File: src/rtl/edge_report_pkg.sv
// Shared types and constants for the edge list report stream.
package edge_report_pkg;

  localparam int unsigned MAX_ENTRIES = 30;
  localparam int unsigned X_W         = 11;
  localparam int unsigned IDX_W       = 5;
  localparam int unsigned K_W         = 4;
  localparam int unsigned WORD_W      = 32;
  localparam logic [7:0]  SYNC_BYTE   = 8'hED;

  typedef enum logic [2:0] {IDLE, SCAN, HEADER, DATA, CHECK} state_t;

  typedef struct packed {
    logic [7:0] sync;
    logic [7:0] frame_id;
    logic [7:0] drop_cnt;
    logic [2:0] rsvd;
    logic [4:0] count;
  } header_t;

  function automatic logic [WORD_W-1:0] make_header(input logic [7:0] fid,
                                                    input logic [7:0] drops,
                                                    input logic [4:0] count);
    header_t h;
    h.sync     = SYNC_BYTE;
    h.frame_id = fid;
    h.drop_cnt = drops;
    h.rsvd     = 3'b000;
    h.count    = count;
    return WORD_W'(h);
  endfunction

endpackage

File: src/rtl/edge_pair_packer.sv
// Builds data word k (two x-positions) from the snapshot; slots at or past count read as zero.
module edge_pair_packer
  import edge_report_pkg::*;
(
  input  logic [MAX_ENTRIES-1:0][X_W-1:0] snap,
  input  logic [IDX_W-1:0]                count,
  input  logic [K_W-1:0]                  k,
  output logic [WORD_W-1:0]               word_c
);

  logic [IDX_W-1:0] lo_idx;
  logic [IDX_W-1:0] hi_idx;
  logic [X_W-1:0]   lo_x;
  logic [X_W-1:0]   hi_x;

  always_comb begin
    lo_idx = {k, 1'b0};
    hi_idx = {k, 1'b1};
    lo_x   = (lo_idx < count) ? snap[lo_idx] : '0;
    hi_x   = (hi_idx < count) ? snap[hi_idx] : '0;
    word_c = {5'b00000, hi_x, 5'b00000, lo_x};
  end

endmodule

File: src/rtl/edge_list_reporter.sv
// Snapshots the previous frame's edge list on sop and streams it as a header + packed data report.
// Define EDGE_REPORT_CHECKSUM_EN to append an XOR trailer word carrying out_eop.
module edge_list_reporter
  import edge_report_pkg::*;
(
  input  logic                            clk,
  input  logic                            reset,
  input  logic                            sop,
  input  logic [MAX_ENTRIES-1:0][X_W-1:0] measured_list,
  output logic [WORD_W-1:0]               out_data,
  output logic                            out_valid,
  input  logic                            out_ready,
  output logic                            out_sop,
  output logic                            out_eop,
  output logic                            busy
);

`ifdef EDGE_REPORT_CHECKSUM_EN
  localparam bit CSUM_EN = 1'b1;
`else
  localparam bit CSUM_EN = 1'b0;
`endif

  state_t                          state_q, state_d;
  logic [MAX_ENTRIES-1:0][X_W-1:0] snap_q, snap_d;
  logic [IDX_W-1:0]                idx_q, idx_d;
  logic [IDX_W-1:0]                count_q, count_d;
  logic [K_W-1:0]                  k_q, k_d;
  logic [7:0]                      frame_id_q, frame_id_d;
  logic [7:0]                      drop_cnt_q, drop_cnt_d;
  logic [WORD_W-1:0]               csum_q, csum_d;
  logic [WORD_W-1:0]               data_d;
  logic                            valid_d, sop_d, eop_d, busy_d;

  logic [IDX_W-1:0]  hdr_count_c;
  logic [IDX_W-1:0]  n_words_c;
  logic [K_W-1:0]    pack_k_c;
  logic [WORD_W-1:0] pack_word_c;
  logic              pack_last_c, last_c, xfer_c, load_c, done_c;

  edge_pair_packer u_packer (
    .snap   (snap_q),
    .count  (count_q),
    .k      (pack_k_c),
    .word_c (pack_word_c)
  );

  // Next-state and next-output logic
  always_comb begin
    state_d    = state_q;
    snap_d     = snap_q;
    idx_d      = idx_q;
    count_d    = count_q;
    k_d        = k_q;
    frame_id_d = frame_id_q;
    drop_cnt_d = drop_cnt_q;
    csum_d     = csum_q;
    data_d     = out_data;
    valid_d    = out_valid;
    sop_d      = out_sop;
    eop_d      = out_eop;
    load_c     = 1'b0;
    done_c     = 1'b0;

    xfer_c      = out_valid & out_ready;
    hdr_count_c = (snap_q[idx_q] == '0) ? idx_q : IDX_W'(MAX_ENTRIES);
    n_words_c   = IDX_W'((count_q + IDX_W'(1)) >> 1);
    pack_k_c    = (state_q == DATA) ? k_q + K_W'(1) : '0;
    pack_last_c = ({1'b0, pack_k_c} + IDX_W'(1)) == n_words_c;
    last_c      = ({1'b0, k_q} + IDX_W'(1)) == n_words_c;

    // sop outside IDLE (even on the final transfer edge) is a dropped frame
    if (sop) begin
      if (state_q == IDLE) begin
        snap_d     = measured_list;
        frame_id_d = frame_id_q + 8'd1;
        idx_d      = '0;
        state_d    = SCAN;
      end else if (drop_cnt_q != 8'hFF) begin
        drop_cnt_d = drop_cnt_q + 8'd1;
      end
    end

    unique case (state_q)
      IDLE: ;
      SCAN: begin
        if ((snap_q[idx_q] == '0) || (idx_q == IDX_W'(MAX_ENTRIES - 1))) begin
          count_d = hdr_count_c;
          data_d  = make_header(frame_id_q, drop_cnt_q, hdr_count_c);
          csum_d  = make_header(frame_id_q, drop_cnt_q, hdr_count_c);
          valid_d = 1'b1;
          sop_d   = 1'b1;
          eop_d   = (hdr_count_c == '0) && !CSUM_EN;
          state_d = HEADER;
        end else begin
          idx_d = idx_q + IDX_W'(1);
        end
      end
      HEADER: begin
        if (xfer_c) begin
          if (count_q == '0) done_c = 1'b1;
          else               load_c = 1'b1;
        end
      end
      DATA: begin
        if (xfer_c) begin
          if (last_c) done_c = 1'b1;
          else        load_c = 1'b1;
        end
      end
      CHECK: begin
        if (xfer_c) begin
          valid_d = 1'b0;
          sop_d   = 1'b0;
          eop_d   = 1'b0;
          state_d = IDLE;
        end
      end
      default: state_d = IDLE;
    endcase

    if (load_c) begin
      k_d     = pack_k_c;
      data_d  = pack_word_c;
      csum_d  = csum_q ^ pack_word_c;
      sop_d   = 1'b0;
      eop_d   = pack_last_c && !CSUM_EN;
      state_d = DATA;
    end

    // csum_q already folds in every word sent so far
    if (done_c) begin
      sop_d = 1'b0;
      if (CSUM_EN) begin
        data_d  = csum_q;
        eop_d   = 1'b1;
        state_d = CHECK;
      end else begin
        valid_d = 1'b0;
        eop_d   = 1'b0;
        state_d = IDLE;
      end
    end

    busy_d = (state_d != IDLE);
  end

  // State and output registers
  always_ff @(posedge clk or posedge reset) begin
    if (reset) begin
      state_q    <= IDLE;
      snap_q     <= '0;
      idx_q      <= '0;
      count_q    <= '0;
      k_q        <= '0;
      frame_id_q <= '0;
      drop_cnt_q <= '0;
      csum_q     <= '0;
      out_data   <= '0;
      out_valid  <= 1'b0;
      out_sop    <= 1'b0;
      out_eop    <= 1'b0;
      busy       <= 1'b0;
    end else begin
      state_q    <= state_d;
      snap_q     <= snap_d;
      idx_q      <= idx_d;
      count_q    <= count_d;
      k_q        <= k_d;
      frame_id_q <= frame_id_d;
      drop_cnt_q <= drop_cnt_d;
      csum_q     <= csum_d;
      out_data   <= data_d;
      out_valid  <= valid_d;
      out_sop    <= sop_d;
      out_eop    <= eop_d;
      busy       <= busy_d;
    end
  end

endmodule

File: config.mk
export PLATFORM = sky130hd
export DESIGN_NAME = edge_list_reporter
export DESIGN_NICKNAME = d
export VERILOG_FILES = /design/src/rtl/edge_report_pkg.sv /design/src/rtl/edge_pair_packer.sv /design/src/rtl/edge_list_reporter.sv
export SDC_FILE = /design/constraint.sdc
export NUM_CORES = 1
export LEC_CHECK = 0
export BUFFER_PORTS_ARGS = -buffer_cell sky130_fd_sc_hd__clkbuf_2
export CAP_MARGIN = 20
export CORE_ASPECT_RATIO = 1.1
export CORE_MARGIN = 5
export CORE_UTILIZATION = 40
export CTS_BUF_LIST = sky130_fd_sc_hd__clkbuf_4 sky130_fd_sc_hd__clkbuf_8
export DETAILED_ROUTE_END_ITERATION = 6
export PLACE_DENSITY = 0.6
export SYNTH_ARGS = -nofsm -noshare
export SYNTH_HDL_FRONTEND = slang
export SYNTH_SLANG_ARGS = --single-unit
File: constraint.sdc
create_clock -name clk -period 22.9 [get_ports clk]
set_clock_uncertainty 0.15 [all_clocks]
set_input_delay 2.29 -clock clk [delete_from_list [all_inputs] [get_ports clk]]
set_output_delay 2.29 -clock clk [all_outputs]
set_load 0.01 [all_outputs]
# Yosys cells after proc, flatten, opt, wreduce, memory -nomap -nowiden
# Cells that the tools add are included.
[totals] reg_bits=399 output_inout_bits=36 inputBits=334 mem_count=0 ram_bits=0 wordCells=128 rom_bits=0 latch_bits=0
[classes] add_sub_neg=7 bitwise=2 div=0 shifts=0 n_reduce_logical=17 n_lt_le_gt_ge=5 eq_ne=12 mul=0 n_mux=44
[ops] operator="$mux W32" count=3
[ops] operator="$bmux W11 S4" count=2
[ops] operator="$bmux W11 S5" count=1
[ops] operator="$mux W11" count=5
[ops] operator="$mux W5" count=5
[ops] operator="$lt A5 B6 Y1 const B" count=3
[ops] operator="$mux W3" count=6
[ops] operator="$add A8 B1 Y8 const B" count=2
[ops] operator="$mux W1" count=16
[ops] operator="$logic_not A11 Y1" count=1
[ops] operator="$add A4 B1 Y5 const B" count=2
[ops] operator="$add A5 B1 Y5 const B" count=2
[ops] operator="$eq A5 B4 Y1" count=2
[ops] operator="$logic_not A5 Y1" count=2
[ops] operator="$lt A5 B5 Y1" count=2
[ops] operator="$pmux W3 S3" count=1
[ops] operator="$reduce_and A3 Y1" count=3
[ops] operator="$ne A4 B4 Y1 const B" count=2
[ops] operator="$ne A8 B8 Y1 const B" count=1
[ops] operator="$pmux W1 S2" count=4
[ops] operator="$eq A3 B2 Y1 const B" count=2
[ops] operator="$ne A3 B3 Y1 const B" count=2
[ops] operator="$reduce_and A2 Y1" count=3
[ops] operator="$reduce_bool A3 Y1" count=2
[ops] operator="12 further kinds" count=13

# Longest topological paths before layout
[depth] depth_word=9 ltp_mapped=16 ltp_nobuf=11

# Cells and area by module
# A second synthesis with hierarchy kept.
[hier_totals] hier_cells=2206 area_unflattened_um2=20099.3
[modules_own_cells] module="edge_list_reporter" cells_each=1946 seq_area_each_um2=9984.6 area_each_um2=17112.7 n_inst=1
[modules_own_cells] module="edge_pair_packer" cells_each=260 seq_area_each_um2=0.0 area_each_um2=2986.6 n_inst=1

# Worst setup path before layout
# Ideal clock, no wire load.
[synth_path] kind="input -> register" from="in out_ready" to="reg out_data[16]" required_ns=22.686 t_arrival_ns=3.471 path_stages=6 setup_ns=0.064 setup_slack_ns=19.215 n_path_buf=1 cell_sequence="nand3_1 -> or2_0 -> a211oi_1 -> clkbuf_1 -> a32o_1 -> mux2_2"
[synth_between] elab_chain_len=5 elab_cells_between_ends=8 classes_between="mux (4); bitwise (1); reduce/logical (3)"
[synth_rtl] element="start, declared" line_no="edge_list_reporter.sv:12" source="input logic out_ready,"
[synth_rtl] element="$and A1 B1 Y1 (*)" line_no="edge_list_reporter.sv:65" source="xfer_c = out_valid & out_ready;"
[synth_rtl] element="$mux W1, on equally long branches" line_no="edge_list_reporter.sv:106, edge_list_reporter.sv:100"
[synth_rtl] element="$pmux W1 S2 (*)" line_no="edge_list_reporter.sv:84" source="unique case (state_q)"
[synth_rtl] element="$reduce_bool A2 Y1 (no line)"
[synth_rtl] element="$reduce_and A2 Y1 (no line)"
[synth_rtl] element="end signal, assigned" line_no="edge_list_reporter.sv:173" source="out_data <= data_d;"
[synth_rtl] element="end, declared" line_no="edge_list_reporter.sv:10" source="output logic [WORD_W-1:0] out_data,"
# Every way passes the cells marked *; elsewhere a longest branch is shown, timed or not.
# A chain may end at the register's enable or synchronous reset.

# Worst setup path in the final report
[layout_path] from="reg k_q[0]" to="reg out_data[9]"
[layout_between] elab_chain_len=7 elab_cells_between_ends=15 classes_between="add/sub (2); order compare (1); eq/ne (1); mux (8); reduce/logical (3)"
[layout_rtl] element="start, declared" line_no="edge_list_reporter.sv:28" source="logic [K_W-1:0] k_q, k_d;"
[layout_rtl] element="start signal, assigned" line_no="edge_list_reporter.sv:169" source="k_q <= k_d;"
[layout_rtl] element="$add A4 B1 Y5" line_no="edge_list_reporter.sv:70" source="last_c = ({1'b0, k_q} + IDX_W'(1)) == n_words_c;"
[layout_rtl] element="$eq A5 B4 Y1" line_no="edge_list_reporter.sv:70"
[layout_rtl] element="$mux W1" line_no="edge_list_reporter.sv:107" source="if (last_c) done_c = 1'b1;"
[layout_rtl] element="$mux W1" line_no="edge_list_reporter.sv:106" source="if (xfer_c) begin"
[layout_rtl] element="$pmux W1 S2" line_no="edge_list_reporter.sv:84"
[layout_rtl] element="$reduce_bool A2 Y1 (no line)"
[layout_rtl] element="$reduce_and A2 Y1 (no line)"
# Several ways; a longest one is shown, not always the timed one. The select of a mux whose other input is x is not followed.

==> results.md <==
Layout:
- The most common cell after layout, fill and taps aside is nand2_1.
- Fill cells in the final layout number just under 5000.
- The share of cells above drive strength 1 is slightly below 20%.
- From synthesis to final layout, the design area changed by 19.3%.
- The top cell types in the final layout, fill and taps aside, are 1264 x nand2_1, 395 x dfrtp_1, 369 x clkbuf_2.
- The filler-free cell count of the finished design is approximately 3500.
- The net count of the finished layout is between 3000 and 4000.

Synthesis:
- During synthesis, Yosys emitted a total of 0 warnings.
- Yosys mapped the design onto 70 distinct sky130hd cell types.
- The number of nets handed over by synthesis was roughly 2800.
- The number of synthesized register bits is 395.
- The number of synthesized flops with an enable pin is 0.
- The post-synthesis instance total is 2459.
- The post-synth design cell area is about 20000 sq um.
- The mean instance size in the synthesized netlist is slightly above 8 sq um.
- The share of synthesized registers carrying an async set or reset is 100%.
- The prevailing post-synth register cell is dfrtp_1.
- Summing the sequential cell areas from Yosys gives between 40% and 50% of the chip area.

Setup path:
- In this run the worst setup path terminates at out_data[9].
- The largest fanout on the critical path is 56.
- At the worst endpoint, the required time is 23320 ps.
- The cell family with the largest share of critical-path delay is buffers and inverters.
- The worst register-to-register path has a setup slack of 17700 ps.
- The critical path capture point type is a register.
- Counting buffers and inverters, the worst setup path is 11 cells deep.
- Data on the critical path arrives at its endpoint at roughly 5600 ps.
- The critical path contains buffers and inverters numbering 2 combined.
- Among the stages of the critical path, the cell type that occurs most often is ha_1.
- The critical path goes through ha_1 -> xor2_2 -> nand2_4 -> inv_2 -> buf_4 -> ha_1 -> o21ai_0 -> nand2b_1 -> a211oi_2 -> and3_1 -> a311o_1.
- The reg-to-reg startpoint is k_q[0].
- The length in cells of the worst reg-to-reg path is 11.
- The critical path starts at k_q[0].
- The slowest stage cell on the critical path is inv_2.
- The largest stage delay on the critical path is just under 900 ps.
- The launching element type of the critical path is a register.
- The worst setup path is of the reg -> reg kind.
- The endpoint of the worst register-to-register path is out_data[9].

Routing:
- The routed wire length on met2 is approximately 35 mm.
- Once detail routing completed, the nets flagged for antenna violations numbered 0.
- The detailed-route wire length on metal 1 is just over 30 mm.
- The overall routed net length is ~75 mm.
- The final route contains around 19000 vias.
- The final routed DRC violation total is 0.
- The total met3 wirelength after detailed routing is ~6.0 mm.
- The routed length per instance is around 22 um.
- Before antenna repair, the detailed router went through 6 iterations.
- The via density per instance is around 5.5.
- For this block, the initial DRC count from the detailed router was ~1800.
- The highest layer used for signal routing is met5.

Placement:
- The post-DP HPWL is roughly 55 mm.
- The routability-driven placement congestion ratio is roughly 0.94.
- The post-placement cell count is around 3300.
- The count of buffers inserted at the top-level ports is roughly 370.

Timing:
- The highest clock rate is about 190 MHz.
- The worst pin sits at a relative slew slack of between 20% and 30%.
- The count of pins over their slew limit is 0.
- For the finished layout, the period the worst path requires is around 5200 ps.
- The measured slew at the worst slew-check pin is approximately 1200 ps.
- Of the available clock period, the critical path in the final layout requires between 20% and 30%.
- Setup repair after global routing left no endpoint under its margin.
- The final count of negative-setup-slack endpoints is 0.
- The total count of hold-check failures in the final report came to 0.
- Setup total negative slack on the finished layout was measured at 0 ps.

Power:
- The share of total power dissipated in combinational logic is 4.1%.
- In this run the power density over the cells is around 61 nW/um^2.
- The cell-internal power is approximately 1.1 mW.
- The analysis attributes to net switching a power of 0.332 mW.
- The share of total power dissipated in sequential elements is slightly below 50%.
- The clock group share of total power is a little under half.
- The switching share of power is a little under a quarter.
- VDD sags by at most between 0.03 and 0.04 mV.
- For this design the static power due to leakage is around 13 nW.

GRT:
- The number of global-route vias before repair is 19200.
- Entering global routing, the biggest net connects ~120 pins.
- The number of antenna violations at the first check in global routing was 2.
- The wire length of the first global-routing pass is between 100 and 150 mm.
- For this run the aggregate overflow at the end of global routing stands at 0.
- The overall fraction of global-route tracks in use is 26.9%.

Hold path:
- Along the worst hold path, the cell count comes to 1.
- The path class of the tightest hold or removal check is reg -> reg.

Die:
- In this run the vertical extent of the chip is between 200 and 250 um.
- The number of cell rows is between 80 and 90.
- During I/O placement, the number of pins put on the boundary was 370.
- The starting density of the core is approximately two fifths.
- The area inside the core boundary is 49100 sq um.
- The total die area is about 54000 sq um.
- Measured along the x axis, the die boundary spans ~220 um.

CTS:
- The clock latency on the worst-skew pair is around 660 ps.
- No sink is reached through more buffers than the 3 on the longest clock path.
- The H-tree was split into 3 levels.
- The count of cells resized by post-cts repair is 0.
- Hold repair after CTS inserted 0 buffers.
- The root buffer cell is clkbuf_8.
- For this design, the sink count on the clock tree is about 400.
- The number of clock buffers inserted by TritonCTS is 69.
- After clock tree synthesis, the setup repair step added 0 buffers.
- The CTS tree is yes.
- The clock-pin slew reported for the worst setup and hold paths after clock tree synthesis is ~60 ps.

Run status:
- The flow ran to the end, and the final reports show no timing, DRC or antenna violations.

Flow run:
- The reported max-cap violation count is 0.
==> routing by layer <==
| metal | up-vias | global-route usage [%] |
|---|---|---|
| li1 | 8844 | - |
| met3 | 176 | 6.55 |
| met1 | 9095 | 35.0 |
| met4 | 2 | 12.9 |
| met2 | 817 | 42.6 |
| met5 | - | 0 |
==> registers in the layout (all words and copies together), names as in the netlist <==
| signal | count |
|---|---|
| idx_q | 5 |
| state_q | 3 |
| frame_id_q | 8 |
| busy | 1 |
| out_sop | 1 |
| k_q | 4 |
| count_q | 5 |
| drop_cnt_q | 8 |
| snap_q | 330 |
| out_data | 28 |
| out_eop | 1 |
| out_valid | 1 |
==> area by class of cell <==
class	count	area (sq um)	share of cell area, %
flip-flops and latches	395	9880	41.6
multi-input cells	1872	9290	39.1
repair buffers	406	2200	9.28
clock buffers	109	1380	5.81
well taps	652	816	3.43
inverters	25	101	0.427
clock inverters	8	76.3	0.321
diodes	1	2.50	0.0105
==> power groups by stage <==
| stage | clock network [mW] | registers [mW] | logic [mW] |
|---|---|---|---|
| 3_5_place_dp | 0 | 0.724 | 0.0603 |
| 5_1_grt | 0.736 | 0.712 | 0.0686 |
| 4_1_cts | 0.703 | 0.711 | 0.0607 |
| 2_1_floorplan | 0 | 0.722 | 0.0227 |
| 3_3_place_gp | 0 | 0.723 | 0.0593 |
| 6_report | 0.687 | 0.711 | 0.0604 |
==> worst min path at each step <==
stage          slack [ps]     startpoint             to
2_1_floorplan         290  frame_id_q[7]  frame_id_q[7]
3_5_place_dp          320  frame_id_q[7]  frame_id_q[7]
6_report              330  frame_id_q[7]  frame_id_q[7]
3_3_place_gp          320  frame_id_q[7]  frame_id_q[7]
4_1_cts               330  frame_id_q[7]  frame_id_q[7]
5_1_grt               360  frame_id_q[7]  frame_id_q[7]
==> kinds of logic after synthesis <==
kind of cell,Yosys count,synth area share (%)
other cells,1,0.0188
flops,395,49.7
compound gates,273,10.2
simple gates,1500,30.9
buf+inv,192,3.83
mux,57,3.38
xor+xnor,28,1.23
fa+ha+maj,13,0.817
==> cells in the mapped netlist (4+ instances only) <==
cell	count	area (sq um)
a311o_1	19	190
xnor2_1	20	175
nand2_1	1266	4750
inv_1	23	86.3
buf_4	4	30.0
nor4_1	52	325
a31oi_1	5	31.3
clkbuf_1	125	469
o2111ai_1	6	52.6
nand4_1	9	56.3
a211oi_1	17	128
nand2b_1	7	43.8
nor2b_1	9	56.3
buf_2	10	50.1
nand3_1	57	285
a21oi_1	54	270
nor3_1	15	75.1
mux4_2	7	158
or4_1	13	97.6
ha_1	13	163
nor4b_1	5	43.8
buf_1	26	97.6
and2_1	5	31.3
a32o_1	14	140
a21boi_0	4	30.0
a221oi_1	21	184
and3_1	31	194
mux2i_1	39	390
a311oi_1	30	263
nor2_1	17	63.8
xor2_1	8	70.1
o211ai_1	15	113
dfrtp_1	395	9880
a2bb2oi_1	5	43.8
o21ai_0	36	180
o311ai_0	10	87.6
mux2_2	11	124
o221ai_1	7	61.3
a22oi_1	4	30.0
==> metrics by stage <==
stage | hold slack (ps) | util (%) | total power, mW | area, sq um | setup slack (ps)
floorplan | 292 | - | 0.745 | 19900 | 9480
global placement | 318 | 45.1 | 0.783 | 22200 | 16900
detailed placement | 320 | 45.1 | 0.784 | 22200 | 16800
CTS | 331 | 48.1 | 1.47 | 23600 | 17500
global route | 362 | 48.3 | 1.52 | 23800 | 17430
finish | 332 | 48.3 | 1.46 | 23800 | 17700
==> worst reg2reg max path: stages (launching register included) <==
cell      delay [ps]
dfrtp_1          730
ha_1             360
xor2_2           240
nand2_4          380
inv_2            880
buf_4            650
ha_1             370
o21ai_0           80
nand2b_1         100
a211oi_2         790
and3_1           290
a311o_1          120
Note: power is estimated with default switching activity, not from simulation.
